$ cat src/rtl/fnd_scan_if.sv
// ----------------------------------------------------------------------------
// fnd_scan_if
//   Bundles the time values and display controls going into the FND scan
//   controller together with the digit-enable / segment pins it drives.
//
//   Signals:
//     msec        [6:0]  hundredths of a second, 0..99
//     sec         [5:0]  seconds, 0..59
//     min         [5:0]  minutes, 0..59
//     hour        [4:0]  hours, 0..23
//     sel_display        1: hour:min pair, 0: sec:msec pair
//     edit_en            time-set mode, the selected pair blinks
//     edit_sel           0: right pair (digits 0-1), 1: left pair (digits 2-3)
//     fnd_com     [3:0]  digit enables, active-low one-hot, bit0 = rightmost
//     fnd_data    [7:0]  segments {dp,g,f,e,d,c,b,a}, active-low
//
//   master: the side that produces time values and watches the pins.
//   slave : the scan controller.
// ----------------------------------------------------------------------------
interface fnd_scan_if;
    logic [6:0] msec;
    logic [5:0] sec;
    logic [5:0] min;
    logic [4:0] hour;
    logic       sel_display;
    logic       edit_en;
    logic       edit_sel;
    logic [3:0] fnd_com;
    logic [7:0] fnd_data;

    modport master (
        output msec,
        output sec,
        output min,
        output hour,
        output sel_display,
        output edit_en,
        output edit_sel,
        input  fnd_com,
        input  fnd_data
    );

    modport slave (
        input  msec,
        input  sec,
        input  min,
        input  hour,
        input  sel_display,
        input  edit_en,
        input  edit_sel,
        output fnd_com,
        output fnd_data
    );
endinterface

$ cat src/rtl/fnd_scan_controller.sv
// ----------------------------------------------------------------------------
// fnd_scan_controller
//   Time-multiplexes a 4-digit common-anode 7-segment display. One digit is
//   enabled per scan tick; the four digit values of a frame are taken from a
//   snapshot of the inputs captured when the scan wraps from digit 3 back to
//   digit 0, so a frame never mixes old and new values. The colon dp (digit 2)
//   is lit while msec < 50, and in edit mode the chosen digit pair is blanked
//   during the off half of a free-running blink phase.
//
//   Ports:
//     clk    system clock
//     reset  asynchronous, active-low reset
//     bus    fnd_scan_if.slave: time values / display controls in,
//            fnd_com / fnd_data out (both registered)
//
//   Parameters:
//     CLK_FREQ  system clock frequency in Hz
//     SCAN_HZ   digit-advance rate in Hz (frame rate is SCAN_HZ/4)
//     BLINK_HZ  edit-blink rate; phase toggles every CLK_FREQ/(2*BLINK_HZ)
// ----------------------------------------------------------------------------
module fnd_scan_controller #(
    parameter int CLK_FREQ = 100_000_000,
    parameter int SCAN_HZ  = 1000,
    parameter int BLINK_HZ = 2
) (
    input  logic      clk,
    input  logic      reset,
    fnd_scan_if.slave bus
);

    localparam int SCAN_DIV  = CLK_FREQ / SCAN_HZ;
    localparam int BLINK_DIV = CLK_FREQ / (2 * BLINK_HZ);
    localparam int SCAN_W    = (SCAN_DIV  > 1) ? $clog2(SCAN_DIV)  : 1;
    localparam int BLINK_W   = (BLINK_DIV > 1) ? $clog2(BLINK_DIV) : 1;

    localparam logic [SCAN_W-1:0]  SCAN_LAST  = SCAN_W'(SCAN_DIV - 1);
    localparam logic [BLINK_W-1:0] BLINK_LAST = BLINK_W'(BLINK_DIV - 1);

    localparam logic [7:0] SEG_DASH  = 8'hBF;
    localparam logic [7:0] SEG_BLANK = 8'hFF;

    // ------------------------------------------------------------------
    // Helpers
    // ------------------------------------------------------------------
    function automatic logic [7:0] seg_encode(input logic [6:0] d);
        logic [7:0] s;
        case (d)
            7'd0:    s = 8'hC0;
            7'd1:    s = 8'hF9;
            7'd2:    s = 8'hA4;
            7'd3:    s = 8'hB0;
            7'd4:    s = 8'h99;
            7'd5:    s = 8'h92;
            7'd6:    s = 8'h82;
            7'd7:    s = 8'hF8;
            7'd8:    s = 8'h80;
            7'd9:    s = 8'h90;
            default: s = SEG_DASH;
        endcase
        return s;
    endfunction

    // Largest legal value of the pair feeding the given side of the display.
    function automatic logic [6:0] pair_limit(input logic left, input logic hour_min);
        logic [6:0] lim;
        if (left) begin
            lim = hour_min ? 7'd23 : 7'd59;
        end else begin
            lim = hour_min ? 7'd59 : 7'd99;
        end
        return lim;
    endfunction

    // ------------------------------------------------------------------
    // State
    // ------------------------------------------------------------------
    logic [SCAN_W-1:0]  scan_cnt_q,  scan_cnt_d;
    logic [BLINK_W-1:0] blink_cnt_q, blink_cnt_d;
    logic               blink_on_q,  blink_on_d;
    logic [1:0]         idx_q,       idx_d;

    logic [6:0]         msec_q,      msec_d;
    logic [5:0]         sec_q,       sec_d;
    logic [5:0]         min_q,       min_d;
    logic [4:0]         hour_q,      hour_d;
    logic               sel_q,       sel_d;
    logic               edit_en_q,   edit_en_d;
    logic               edit_sel_q,  edit_sel_d;

    logic [3:0]         com_q,       com_d;
    logic [7:0]         data_q,      data_d;

    logic               scan_tick;
    logic               blink_toggle;
    logic               frame_wrap;
    logic               left_pair;
    logic [6:0]         pair_val;
    logic [6:0]         digit_val;
    logic [7:0]         seg;

    // ------------------------------------------------------------------
    // Scan and blink timing
    // ------------------------------------------------------------------
    always_comb begin
        scan_tick    = (scan_cnt_q == SCAN_LAST);
        scan_cnt_d   = scan_tick ? '0 : scan_cnt_q + SCAN_W'(1);

        // The blink phase runs free so entering edit mode needs no restart.
        blink_toggle = (blink_cnt_q == BLINK_LAST);
        blink_cnt_d  = blink_toggle ? '0 : blink_cnt_q + BLINK_W'(1);
        blink_on_d   = blink_toggle ? ~blink_on_q : blink_on_q;

        idx_d        = scan_tick ? idx_q + 2'd1 : idx_q;
        frame_wrap   = scan_tick && (idx_q == 2'd3);
    end

    always_ff @(posedge clk or negedge reset) begin
        if (!reset) begin
            scan_cnt_q  <= '0;
            blink_cnt_q <= '0;
            blink_on_q  <= 1'b1;
            idx_q       <= 2'd0;
        end else begin
            scan_cnt_q  <= scan_cnt_d;
            blink_cnt_q <= blink_cnt_d;
            blink_on_q  <= blink_on_d;
            idx_q       <= idx_d;
        end
    end

    // ------------------------------------------------------------------
    // Frame snapshot: taken on the tick that displays digit 3 and wraps
    // the index, so the next four digits all come from this one capture.
    // ------------------------------------------------------------------
    always_comb begin
        msec_d     = frame_wrap ? bus.msec        : msec_q;
        sec_d      = frame_wrap ? bus.sec         : sec_q;
        min_d      = frame_wrap ? bus.min         : min_q;
        hour_d     = frame_wrap ? bus.hour        : hour_q;
        sel_d      = frame_wrap ? bus.sel_display : sel_q;
        edit_en_d  = frame_wrap ? bus.edit_en     : edit_en_q;
        edit_sel_d = frame_wrap ? bus.edit_sel    : edit_sel_q;
    end

    always_ff @(posedge clk or negedge reset) begin
        if (!reset) begin
            msec_q     <= '0;
            sec_q      <= '0;
            min_q      <= '0;
            hour_q     <= '0;
            sel_q      <= 1'b0;
            edit_en_q  <= 1'b0;
            edit_sel_q <= 1'b0;
        end else begin
            msec_q     <= msec_d;
            sec_q      <= sec_d;
            min_q      <= min_d;
            hour_q     <= hour_d;
            sel_q      <= sel_d;
            edit_en_q  <= edit_en_d;
            edit_sel_q <= edit_sel_d;
        end
    end

    // ------------------------------------------------------------------
    // Digit decode for the digit currently indexed. The enable and the
    // segment code are both derived from idx_q and loaded on the same
    // tick, so the pins can never show one digit's data on another.
    // ------------------------------------------------------------------
    always_comb begin
        left_pair = idx_q[1];

        if (left_pair) begin
            pair_val = sel_q ? {2'b00, hour_q} : {1'b0, sec_q};
        end else begin
            pair_val = sel_q ? {1'b0, min_q} : msec_q;
        end

        digit_val = idx_q[0] ? (pair_val / 7'd10) : (pair_val % 7'd10);
        seg       = seg_encode(digit_val);

        // Colon dp tracks the half-second of msec in both display modes.
        if ((idx_q == 2'd2) && (msec_q < 7'd50)) begin
            seg[7] = 1'b0;
        end

        if (pair_val > pair_limit(left_pair, sel_q)) begin
            seg = SEG_DASH;
        end

        // Blanking wins over everything, dp included.
        if (edit_en_q && !blink_on_q && (edit_sel_q == left_pair)) begin
            seg = SEG_BLANK;
        end

        com_d  = scan_tick ? ~(4'b0001 << idx_q) : com_q;
        data_d = scan_tick ? seg : data_q;
    end

    always_ff @(posedge clk or negedge reset) begin
        if (!reset) begin
            com_q  <= 4'b1111;
            data_q <= SEG_BLANK;
        end else begin
            com_q  <= com_d;
            data_q <= data_d;
        end
    end

    assign bus.fnd_com  = com_q;
    assign bus.fnd_data = data_q;

endmodule

$ cat src/flat_wrapper.sv
// flat-port wrapper written by rule: the top's interface ports become plain ports
module fnd_scan_controller_flat 
#(
    parameter int CLK_FREQ = 100_000_000,
    parameter int SCAN_HZ  = 1000,
    parameter int BLINK_HZ = 2
)
  (clk, reset, bus_msec, bus_sec, bus_min, bus_hour, bus_sel_display, bus_edit_en, bus_edit_sel, bus_fnd_com, bus_fnd_data);
  fnd_scan_if bus_i ();
  input  logic clk;
  input  logic reset;
  input wire logic [$bits(bus_i.msec)-1:0] bus_msec;
  input wire logic [$bits(bus_i.sec)-1:0] bus_sec;
  input wire logic [$bits(bus_i.min)-1:0] bus_min;
  input wire logic [$bits(bus_i.hour)-1:0] bus_hour;
  input wire logic [$bits(bus_i.sel_display)-1:0] bus_sel_display;
  input wire logic [$bits(bus_i.edit_en)-1:0] bus_edit_en;
  input wire logic [$bits(bus_i.edit_sel)-1:0] bus_edit_sel;
  output wire logic [$bits(bus_i.fnd_com)-1:0] bus_fnd_com;
  output wire logic [$bits(bus_i.fnd_data)-1:0] bus_fnd_data;
  assign bus_i.msec = bus_msec;
  assign bus_i.sec = bus_sec;
  assign bus_i.min = bus_min;
  assign bus_i.hour = bus_hour;
  assign bus_i.sel_display = bus_sel_display;
  assign bus_i.edit_en = bus_edit_en;
  assign bus_i.edit_sel = bus_edit_sel;
  assign bus_fnd_com = bus_i.fnd_com;
  assign bus_fnd_data = bus_i.fnd_data;
  fnd_scan_controller #(.CLK_FREQ(CLK_FREQ), .SCAN_HZ(SCAN_HZ), .BLINK_HZ(BLINK_HZ)) u_core (.clk(clk), .reset(reset), .bus(bus_i));
endmodule
$ cat config.mk
export PLATFORM = sky130hd
export DESIGN_NAME = fnd_scan_controller_flat
export DESIGN_NICKNAME = d
export VERILOG_FILES = /design/src/rtl/fnd_scan_if.sv /design/src/rtl/fnd_scan_controller.sv /design/src/flat_wrapper.sv
export SDC_FILE = /design/constraint.sdc
export NUM_CORES = 1
export LEC_CHECK = 0
export ABC_AREA = 1
export CORE_AREA = 10 10 106 108
export DETAILED_ROUTE_END_ITERATION = 10
export DIE_AREA = 0 0 116 118
export GPL_TIMING_DRIVEN = 0
export HOLD_SLACK_MARGIN = 0.03
export PLACE_DENSITY = 0.73
export SETUP_SLACK_MARGIN = 0.1
export SYNTH_ARGS = -nofsm -noshare
export SYNTH_HDL_FRONTEND = slang
export SYNTH_SLANG_ARGS = --single-unit
$ cat constraint.sdc
create_clock -name clk -period 7.1 [get_ports clk]
set_clock_uncertainty 0.2 [all_clocks]
set_input_delay 1.065 -clock clk [delete_from_list [all_inputs] [get_ports clk]]
set_output_delay 1.065 -clock clk [all_outputs]
set_load 0.1 [all_outputs]
---- Word-level counts from Yosys, hierarchy flattened ----
Memory sizes are Yosys's and may differ from the RTL's.
Cells that the tools add are included.
storage, ports and cells
  bits in registers ....................... 84
  bits in read-only memories .............. 112
  bits of input ports ..................... 29
  output and inout bits ................... 12
  word-level logic and storage cells ...... 48
  memories ................................ 1
memory list
  memory           depth  bits a word  read ports  clocked after memory_dff  wr ports  RTL line                   source
  (no name shown)  16     7            1           0                         0         fnd_scan_controller.sv:47  case (d)
cells by class
  add/sub/neg operators ................... 3
  divide/modulo/power cells ............... 2
  $lt $le $gt $ge ......................... 2
  equal/unequal tests ..................... 5
  shift operators ......................... 1
  mux-type cells .......................... 13
  bitwise operators ....................... 2
  reduce and logical (&&, ||, !) cells .... 6
operators by type and width
  cell                   count
  $mux 7                 5
  $add 25x1->25 const B  1
  $eq 25x25->1 const B   1
  $mux 25                1
  $mux 8                 3
  $add 17x1->17 const B  1
  $eq 17x17->1 const B   1
  $mux 17                1
  $mux 6                 2
  $div 7x4->7 const B    1
  $gt 7x7->1             1
  $lt 7x6->1 const B     1
  $mod 7x4->7 const B    1
  $eq 2x2->1 const B     2
  $logic_and 1x1->1      4
  $not 4->4              1
  $shl 1x2->4 const A    1
  $logic_not 3->1        1
  $add 2x1->2 const B    1
  $eq 1x1->1             1
  $logic_not 1->1        1
  $mux 1                 1
  $not 1->1              1

---- Logic depth before layout (Yosys ltp) ----
  depth after elaboration ................. 9
  gate-level depth with buffers ........... 33
  depth with buffers taken out ............ 32

---- Worst setup path before layout ----
No wires, ideal clock.
  path type ............................... flip-flop to flip-flop
  from .................................... register u_core.idx_q[1]
  to ...................................... register u_core.data_q[3], in the netlist u_core.bus.fnd_data[3]
  library setup time ...................... 0.068 ns
  data arrival time ....................... 3.138 ns
  required time ........................... 6.832 ns
  setup slack ............................. 3.693 ns
  cell stages (with the launch flop) ...... 29
  buffers on the path ..................... 0
  period minus slack after synthesis ...... 3.407 ns
  cell sequence ........................... dfrtp_1 > nor3_4 > nand3b_1 > nand3_2 > nand2_4 > nand2_4 > nand2_1 > nand3_1 > nand2_2 > nand2_4 > nand2_4 > nand2_4 > inv_1 > ha_1 > inv_1 > nand3_1 > nand2_1 > inv_2 > nand2_4 > nand2_1 > nand3_1 > nand2_2 > inv_2 > ha_1 > inv_1 > nand2_1 > nand2_1 > nand2_1 > a21oi_2
on the way
  word-level cells in the longest chain between the ends .. 7
  elaborated cells on any way between the ends .. 13
  classes of those cells .................. div (2); order compare (1); eq/ne (1); mux (6); reduce/logical (2); memory (1)
ends and longest elaborated chain
  what                                             RTL line                    source
  from (decl)                                      fnd_scan_controller.sv:80   logic [1:0] idx_q, idx_d;
  from (signal assigned)                           fnd_scan_controller.sv:127  idx_q <= idx_d;
  $mux 7                                           fnd_scan_controller.sv:173  if (left_pair) begin
  $mod 7x4->7 or $div 7x4->7 (tied branches)       fnd_scan_controller.sv:179  digit_val = idx_q[0] ? (pair_val / 7'd10) : (pair_val % 7'd10);
  $mux 7                                           fnd_scan_controller.sv:179
  $mem_v2 16x7 or $logic_not 3->1 (tied branches)  n/a
  $mux 8                                           fnd_scan_controller.sv:47
  $mux 8                                           fnd_scan_controller.sv:187  if (pair_val > pair_limit(left_pair, sel_q)) begin
  $mux 8 (*)                                       fnd_scan_controller.sv:192  if (edit_en_q && !blink_on_q && (edit_sel_q == left_pair)) begin
  to (signal assigned)                             fnd_scan_controller.sv:206  data_q <= data_d;
  to (decl)                                        fnd_scan_controller.sv:91   logic [7:0] data_q, data_d;
Mark *: on every way between the ends. The rest lies on a longest branch, timed or not.
A chain may end at the register's enable or synchronous reset.

---- Worst setup path in the final report ----
Ends and elaborated chain as after synthesis.

==> impl_metrics.env <==
export IMPL_outcome="finished clean"
export IMPL_cp_num_cells=25
export IMPL_worstHoldPathType="reg -> reg"
export IMPL_num_antenna_cells=0
export IMPL_p_leak_nw=2.66
export IMPL_cts_max_level=3
export IMPL_clockBufferDepth=2
export IMPL_chipHeight_um=118
export IMPL_worstPathMaxFanout=12
export IMPL_post_route_drc_count=0
export IMPL_detail_route_iter0_violations=162
export IMPL_detail_route_vias_per_cell=5.14
export IMPL_comb_power_share_pct=16.0
export IMPL_cts_hold_bufs=0
export IMPL_clock_buffer_count_from_cts=9
export IMPL_setup_viol_count_final=0
export IMPL_hold_depth=1
export IMPL_intPower_mw=0.762
export IMPL_whs_ns=0.260
export IMPL_clock_power_share_pct=37.5
export IMPL_place_hpwl_um=7510
export IMPL_finalHoldViolations=0
export IMPL_clk_pin_slew_worst_paths_ns=0.09
export IMPL_grt_first_pass_wirelength_um=17000
export IMPL_crit_family="simple AND/OR/NAND/NOR gates"
export IMPL_die_outline_area_um2=13700
export IMPL_fin_nets=656
export IMPL_final_core_utilization_pct=60.5
export IMPL_ys_types=46
export IMPL_rows=35
export IMPL_max_vdd_ir_drop_uv=95.8
export IMPL_cts_repair_resize_count=0
export IMPL_top_level_ports=41
export IMPL_worst_skew_pair_latency_ns=0.36
export IMPL_cp_end_kind="flip-flop"
export IMPL_drv_slew=0
export IMPL_track_usage_pct=14.9
export IMPL_maximum_number_of_pins_on_one_net_before_global_route_repair=60
export IMPL_post_cts_repair_setup_buffers=0
export IMPL_grt_setup_unrepaired="false"
export IMPL_detailedRoute_firstPassIterationCount=4
export IMPL_design_core_area_um2=9110
export IMPL_cpMaxStageDelayCell="sky130_fd_sc_hd__dfrtp_1"
export IMPL_critical_path_startpoint_type="flip-flop"
export IMPL_seq_cells_post_synth=84
export IMPL_timing_critical_path_buf_inv=8
export IMPL_antenna_violations_before_repair=0
export IMPL_clock_sinks=84
export IMPL_synth_async_sr_flop_share_pct=100
export IMPL_synth_seq_area_share_pct=45.0
export IMPL_filler_cells_inserted=815
export IMPL_critPathKind="reg -> reg"
export IMPL_fin_tns_setup_ns=0
export IMPL_ys_dominant_reg_cell="sky130_fd_sc_hd__dfrtp_1"
export IMPL_layout_worst_path_cycle_share_pct=55.2
export IMPL_min_period_ns=3.92
export IMPL_drive_gt1_share_pct=16.9
export IMPL_fmaxAchievable_mhz=255
export IMPL_area_growth_pct=16.9
export IMPL_ff2ff_path_depth=25
export IMPL_grt_pass1_vias=3844
export IMPL_globalplace_congestion=0.855
export IMPL_report_power_total_mw=1.05
export IMPL_synthesis_area_per_instance_um2=8.43
export IMPL_synthesized_netlist_net_count=604
export IMPL_power_density_cells_nw_per_um2=192
export IMPL_postRouteWirelength_um=9780
export IMPL_synth_edff_count=0
export IMPL_maxCapViolations=0
export IMPL_netlist_area_um2=4710
export IMPL_cp_data_arrival_time_ns=4.03
export IMPL_synth_yosys_warnings=0
export IMPL_worst_endpoint_required_ns=7.20
export IMPL_worst_path_largest_cell_delay_ns=0.65
export IMPL_synthCells=559
export IMPL_detailroute_via_count=3739
export IMPL_grt_ovfl_total=0
export IMPL_portBuffers=40
export IMPL_power_share_switching_pct=27.7
export IMPL_clock_tree_root_cell="sky130_fd_sc_hd__clkbuf_8"
export IMPL_worstMarginPinSlew_ns=1.04
export IMPL_avgRoutedWirePerCell_um=13.5
export IMPL_floorplan_die_width_um=116
export IMPL_timing_max_slew_rel_slack_pct=30.3
export IMPL_initial_core_util_pct=51.7
export IMPL_cts_tree="yes"
export IMPL_ant_nets=0
export IMPL_p_seq_share_pct=46.6
export IMPL_power_switching_mw=0.293
worst paths after layout:
path | startpoint | to | slack [ns]
worst max-delay path | u_core.idx_q[1] | u_core.bus.fnd_data[3] | 3.18
worst max register to register | u_core.idx_q[1] | u_core.bus.fnd_data[3] | 3.18
max in group asynchronous | reset | u_core.bus.fnd_com[3] | 5.64
worst min register to register | u_core.blink_cnt_q[0] | u_core.blink_cnt_q[0] | 0.26
min in group asynchronous | reset | u_core.blink_cnt_q[16] | 0.41
worst min-delay path | u_core.blink_cnt_q[0] | u_core.blink_cnt_q[0] | 0.26
stage by stage:
stage / instances / worst slack, ns / cell area, um^2
floorplan: 559 / 3.69 / 4710
global placement: 710 / 1.81 / 5250
detailed placement: 711 / 3.23 / 5280
CTS: 727 / 3.20 / 5510
global route: 727 / 2.85 / 5510
finish: 727 / 3.18 / 5510
state kept, by name, summed over array words and instances, names as in the netlist:
| register | cells |
|---|---|
| u_core.blink_cnt_q | 25 |
| u_core.blink_on_q | 1 |
| u_core.bus.fnd_com | 4 |
| u_core.bus.fnd_data | 8 |
| u_core.edit_en_q | 1 |
| u_core.edit_sel_q | 1 |
| u_core.hour_q | 5 |
| u_core.idx_q | 2 |
| u_core.min_q | 6 |
| u_core.msec_q | 7 |
| u_core.scan_cnt_q | 17 |
| u_core.sec_q | 6 |
| u_core.sel_q | 1 |
layout make-up:
| cell class | count | area (um^2) | share of cell area [%] |
|---|---|---|---|
| clock buffers | 10 | 138 | 2.50 |
| flip-flops and latches | 84 | 2120 | 38.5 |
| repair buffers | 41 | 425 | 7.72 |
| inverters | 100 | 375 | 6.82 |
| multi-input cells | 368 | 2180 | 39.5 |
| plain buffers | 7 | 41.3 | 0.750 |
| clock inverters | 6 | 93.8 | 1.70 |
| well taps | 111 | 139 | 2.52 |
Yosys cell counts, types with 7 or more instances:
master | instances | area share [%]
sky130_fd_sc_hd__o21ai_0 | 15 | 1.6
sky130_fd_sc_hd__xor2_1 | 8 | 1.5
sky130_fd_sc_hd__dfstp_2 | 13 | 7.2
sky130_fd_sc_hd__nand2_4 | 8 | 1.9
sky130_fd_sc_hd__ha_1 | 16 | 4.2
sky130_fd_sc_hd__nand2_1 | 101 | 8.0
sky130_fd_sc_hd__nor3_1 | 9 | 0.96
sky130_fd_sc_hd__nand3_1 | 36 | 3.8
sky130_fd_sc_hd__inv_1 | 88 | 7.0
sky130_fd_sc_hd__a21oi_1 | 25 | 2.7
sky130_fd_sc_hd__nor2_1 | 60 | 4.8
sky130_fd_sc_hd__nand4_1 | 7 | 0.93
sky130_fd_sc_hd__dfrtp_1 | 71 | 38
sky130_fd_sc_hd__nand2_2 | 10 | 1.3
sky130_fd_sc_hd__inv_2 | 11 | 0.88
sky130_fd_sc_hd__mux2_2 | 27 | 6.5
logic make-up after synthesis:
family,after synthesis,synth area share [%]
AND/OR/NAND/NOR,248,24.9
buffers and inverters,107,8.84
flip-flops,84,45.0
AO/OA/AOI/OAI,67,8.79
multiplexers,27,6.45
adder cells (fa/ha/maj),16,4.25
XOR/XNOR,10,1.86
cell usage in the layout, fill, tap and decap left out, types with 4 or more instances in the layout:
cell type,count
sky130_fd_sc_hd__mux2_2,27
sky130_fd_sc_hd__dfstp_2,13
sky130_fd_sc_hd__clkbuf_8,10
sky130_fd_sc_hd__ha_1,16
sky130_fd_sc_hd__a21oi_1,25
sky130_fd_sc_hd__clkdlybuf4s50_1,39
sky130_fd_sc_hd__nand4_1,7
sky130_fd_sc_hd__nand2_1,101
sky130_fd_sc_hd__inv_1,88
sky130_fd_sc_hd__nor2_1,60
sky130_fd_sc_hd__nor4_1,5
sky130_fd_sc_hd__dfrtp_1,71
sky130_fd_sc_hd__nand2_2,10
sky130_fd_sc_hd__o21ai_0,15
sky130_fd_sc_hd__a211oi_1,4
sky130_fd_sc_hd__clkbuf_1,4
sky130_fd_sc_hd__inv_2,11
sky130_fd_sc_hd__xor2_1,8
sky130_fd_sc_hd__nor3_1,9
sky130_fd_sc_hd__nand2_4,8
sky130_fd_sc_hd__nand3_1,36
routing by layer:
layer | track usage [%] | routed length (um)
met1 | 19.0 | 4540
met2 | 24.7 | 4750
met3 | 2.75 | 341
met4 | 4.69 | 148
met5 | 0 | 0
power by group through the flow:
stage / sequential, mW / combinational, mW / clock, mW
finish: 0.491 / 0.168 / 0.395
global route: 0.492 / 0.192 / 0.424
CTS: 0.491 / 0.169 / 0.401
detailed placement: 0.501 / 0.169 / 0
global placement: 0.500 / 0.161 / 0
floorplan: 0.499 / 0.118 / 0
No activity file was read; power rests on OpenSTA's default activity.
==> RTL edit (same settings) <==
`BLINK_HZ` is set to 2 in 2 places; all go to 1. Comments in the files are not updated.
--- a/src/rtl/fnd_scan_controller.sv
+++ b/src/rtl/fnd_scan_controller.sv
@@ -21,7 +21,7 @@
 module fnd_scan_controller #(
     parameter int CLK_FREQ = 100_000_000,
     parameter int SCAN_HZ  = 1000,
-    parameter int BLINK_HZ = 2
+    parameter int BLINK_HZ = 1
 ) (
     input  logic      clk,
     input  logic      reset,
--- a/src/flat_wrapper.sv
+++ b/src/flat_wrapper.sv
@@ -3,7 +3,7 @@
 #(
     parameter int CLK_FREQ = 100_000_000,
     parameter int SCAN_HZ  = 1000,
-    parameter int BLINK_HZ = 2
+    parameter int BLINK_HZ = 1
 )
   (clk, reset, bus_msec, bus_sec, bus_min, bus_hour, bus_sel_display, bus_edit_en, bus_edit_sel, bus_fnd_com, bus_fnd_data);
   fnd_scan_if bus_i ();
Function: no difference found for any inputs over 10 cycles, from zero or initial values and one cycle with reset low; that may be too few to reach the edited logic, so the function may still have changed.
==> RTL edit against the original RTL <==
  * Hold slack better by 3.8 ps
  * Final cell count is 1.8% higher
  * Sequential power is 1% higher
  * Die area stayed put
  * Fmax is 1.8% higher
  * Setup slack better by 70 ps
  * Routed wire length is 3.2% higher
  * Power is 5.1% lower
  * Clock power is 19% lower
  * Design area is 0.45% higher
  * Sequential share of layout area is 0.28 points higher
  * Synthesized area is 1.7% higher
  * Sequential cell count is 1 higher
  * First-iteration DRC count is 6.8% lower
==> RTL edit: results (changes against the original RTL) <==
* Pre-CTS WS at 3280 ps (was 3230 ps)
* Net count, final at 669 (was 656)
* Root Buffer: clkbuf_8 (unchanged)
* Met3 routed WL at 467 um (was 341 um)
* Synth async-reset ratio at 100% (unchanged)
* Total track usage at 15.3% (was 14.9%)
* Clock tree buffer depth at 2 (unchanged)
* CTS Buf Count at 9 (unchanged)
* Ant. Diodes at 0 (unchanged)
* First-pass GRT wire length at 17.5 mm (was 17.0 mm)
* Pin count of the biggest net entering global routing at 71 (was 60)
* H-tree lvl count at 3 (unchanged)
* Seq/Total Area, Yosys at 44.7% (was 45.0%)
* Fraction of layout cells with a size suffix above 1 at 17.0% (was 16.9%)
* IR drop worst, VDD at 0.101 mV (was 0.0958 mV)
* Vias in the first global route at 3,896 (was 3,844)
* Fillers at 839 (was 815)
* Leakage Power at 2.65 nW (was 2.66 nW)
* GPL Wtd Cong at 0.863 (was 0.855)
* Net Count, Synth at 617 (was 604)
* Clk_lat worst skew at 360 ps (about the same)
* Worst Hold Path EP: u_core.blink_cnt_q[0]$_DFF_PN0_ (unchanged)
* CP arrival at 3950 ps (was 4030 ps)
* Net Sw Frac at 30.0% (was 27.7%)
* CP max FO at 12 (unchanged)
* Met2 routed WL at 4.89 mm (was 4.75 mm)
* Met1 Wirelength at 4.61 mm (was 4.54 mm)
* Max-slew violations at 0 (unchanged)
* Critical Path Source: u_core.idx_q[1]$_DFFE_PN0N_ (unchanged)
* Setup TNS at 0 ps (unchanged)
* Initial antenna violation count at 0 (unchanged)
* Status: completed (unchanged)
* DR pass1 iterations at 4 (unchanged)
* Synth cell types at 42 (was 46)
* Most area-consuming cells after synthesis: dfrtp_1, nand2_1, dfstp_2, inv_1, mux2_2 (unchanged)
* Total Routed Length at 10.1 mm (was 9.78 mm)
* Via/cell ratio at 5.27 (was 5.14)
* Hpwl dp at 7.66 mm (was 7.51 mm)
* Worst-Margin Slew at 979 ps (was 1040 ps)
* Worst Reg-to-Reg Cells at 24 (was 25)
* Starting DRC count in detailed routing at 151 (was 162)
* Number of flip-flops in the largest register at 26 (was 25)
* Hold Path Depth at 1 (unchanged)
* R2R setup slack at 3250 ps (was 3180 ps)
* Most instantiated cells after synthesis: nand2_1, inv_1, dfrtp_1 (unchanged)
==> RTL edit: changes by cell type after synthesis, sizes merged, moves of 3 or more <==
cell and delta:
nor3 +11, o21ai +9, nor2 -8, nand2 +4, nor3b -3
==> RTL edit: how the worst max path moves through the flow <==
stage                                               to  slack, ps
global placement      u_core.blink_cnt_q[23]$_DFF_PN0_       1700
floorplan           u_core.bus.fnd_data[3]$_DFFE_PN1N_       3760
detailed placement  u_core.bus.fnd_data[3]$_DFFE_PN1N_       3280
finish              u_core.bus.fnd_data[3]$_DFFE_PN1N_       3250
CTS                 u_core.bus.fnd_data[3]$_DFFE_PN1N_       3250
global route        u_core.bus.fnd_data[3]$_DFFE_PN1N_       2900
==> RTL edit: power by group through the flow <==
stage | clock network (mW) | logic, mW | registers, mW
after global placement | 0 | 0.176 | 0.506
after floorplan | 0 | 0.132 | 0.505
after detailed placement | 0 | 0.184 | 0.507
after CTS | 0.325 | 0.185 | 0.497
after global routing | 0.351 | 0.208 | 0.498
final | 0.319 | 0.184 | 0.497
==> RTL edit: metal layers <==
layer,up-vias,global-route usage (%)
li1,1952,-
met1,1868,19.8
met2,67,24.6
met3,11,3.36
met4,0,5.24
met5,-,0
==> RTL edit: logic make-up (layout without fill, tap and decap cells) <==
kind of cell / Yosys count / count (layout) / synth area share, %
simple gates: 253 / 253 / 25.6
xor+xnor: 7 / 7 / 1.28
buf+inv: 111 / 168 / 9.06
mux: 27 / 27 / 6.34
fa+ha+maj: 16 / 16 / 4.18
flops: 85 / 85 / 44.7
compound gates: 73 / 73 / 8.80
==> RTL edit: layout make-up <==
| type | instances | area share (%) |
|---|---|---|
| inverters | 101 | 6.85 |
| well taps | 111 | 2.51 |
| plain buffers | 10 | 0.995 |
| repair buffers | 41 | 7.69 |
| multi-input cells | 376 | 40.0 |
| flip-flops and latches | 85 | 38.7 |
| clock buffers | 12 | 2.62 |
| clock inverters | 4 | 0.565 |
==> RTL edit: worst max-delay path: stages (launching register included) <==
cell and delay [ps]:
dfrtp_1 530, inv_2 130, buf_2 260, a21oi_1 70, a32oi_1 440, inv_1 190, nand3_2 140, nand2_4 70
nand2_2 90, nand2_2 80, nand2_1 120, inv_2 70, ha_1 170, inv_1 80, nand3_2 130, nand3_4 160
nand2_4 60, nand2_2 80, nand2_4 70, ha_1 310, inv_1 60, nand2_1 40, nand2_1 60, nand2_1 50
a21oi_1 120
==> RTL edit: per-stage QoR <==
step / total power, mW / std cells / utilization (%) / hold WS, ps / cell area, sq um
floorplan: 0.637 / 572 / - / 233 / 4790
global placement: 0.682 / 723 / 58.5 / 246 / 5330
detailed placement: 0.691 / 724 / 58.8 / 261 / 5360
CTS: 1.01 / 740 / 60.7 / 272 / 5530
global route: 1.06 / 740 / 60.7 / 306 / 5530
finish: 1.00 / 740 / 60.7 / 263 / 5530
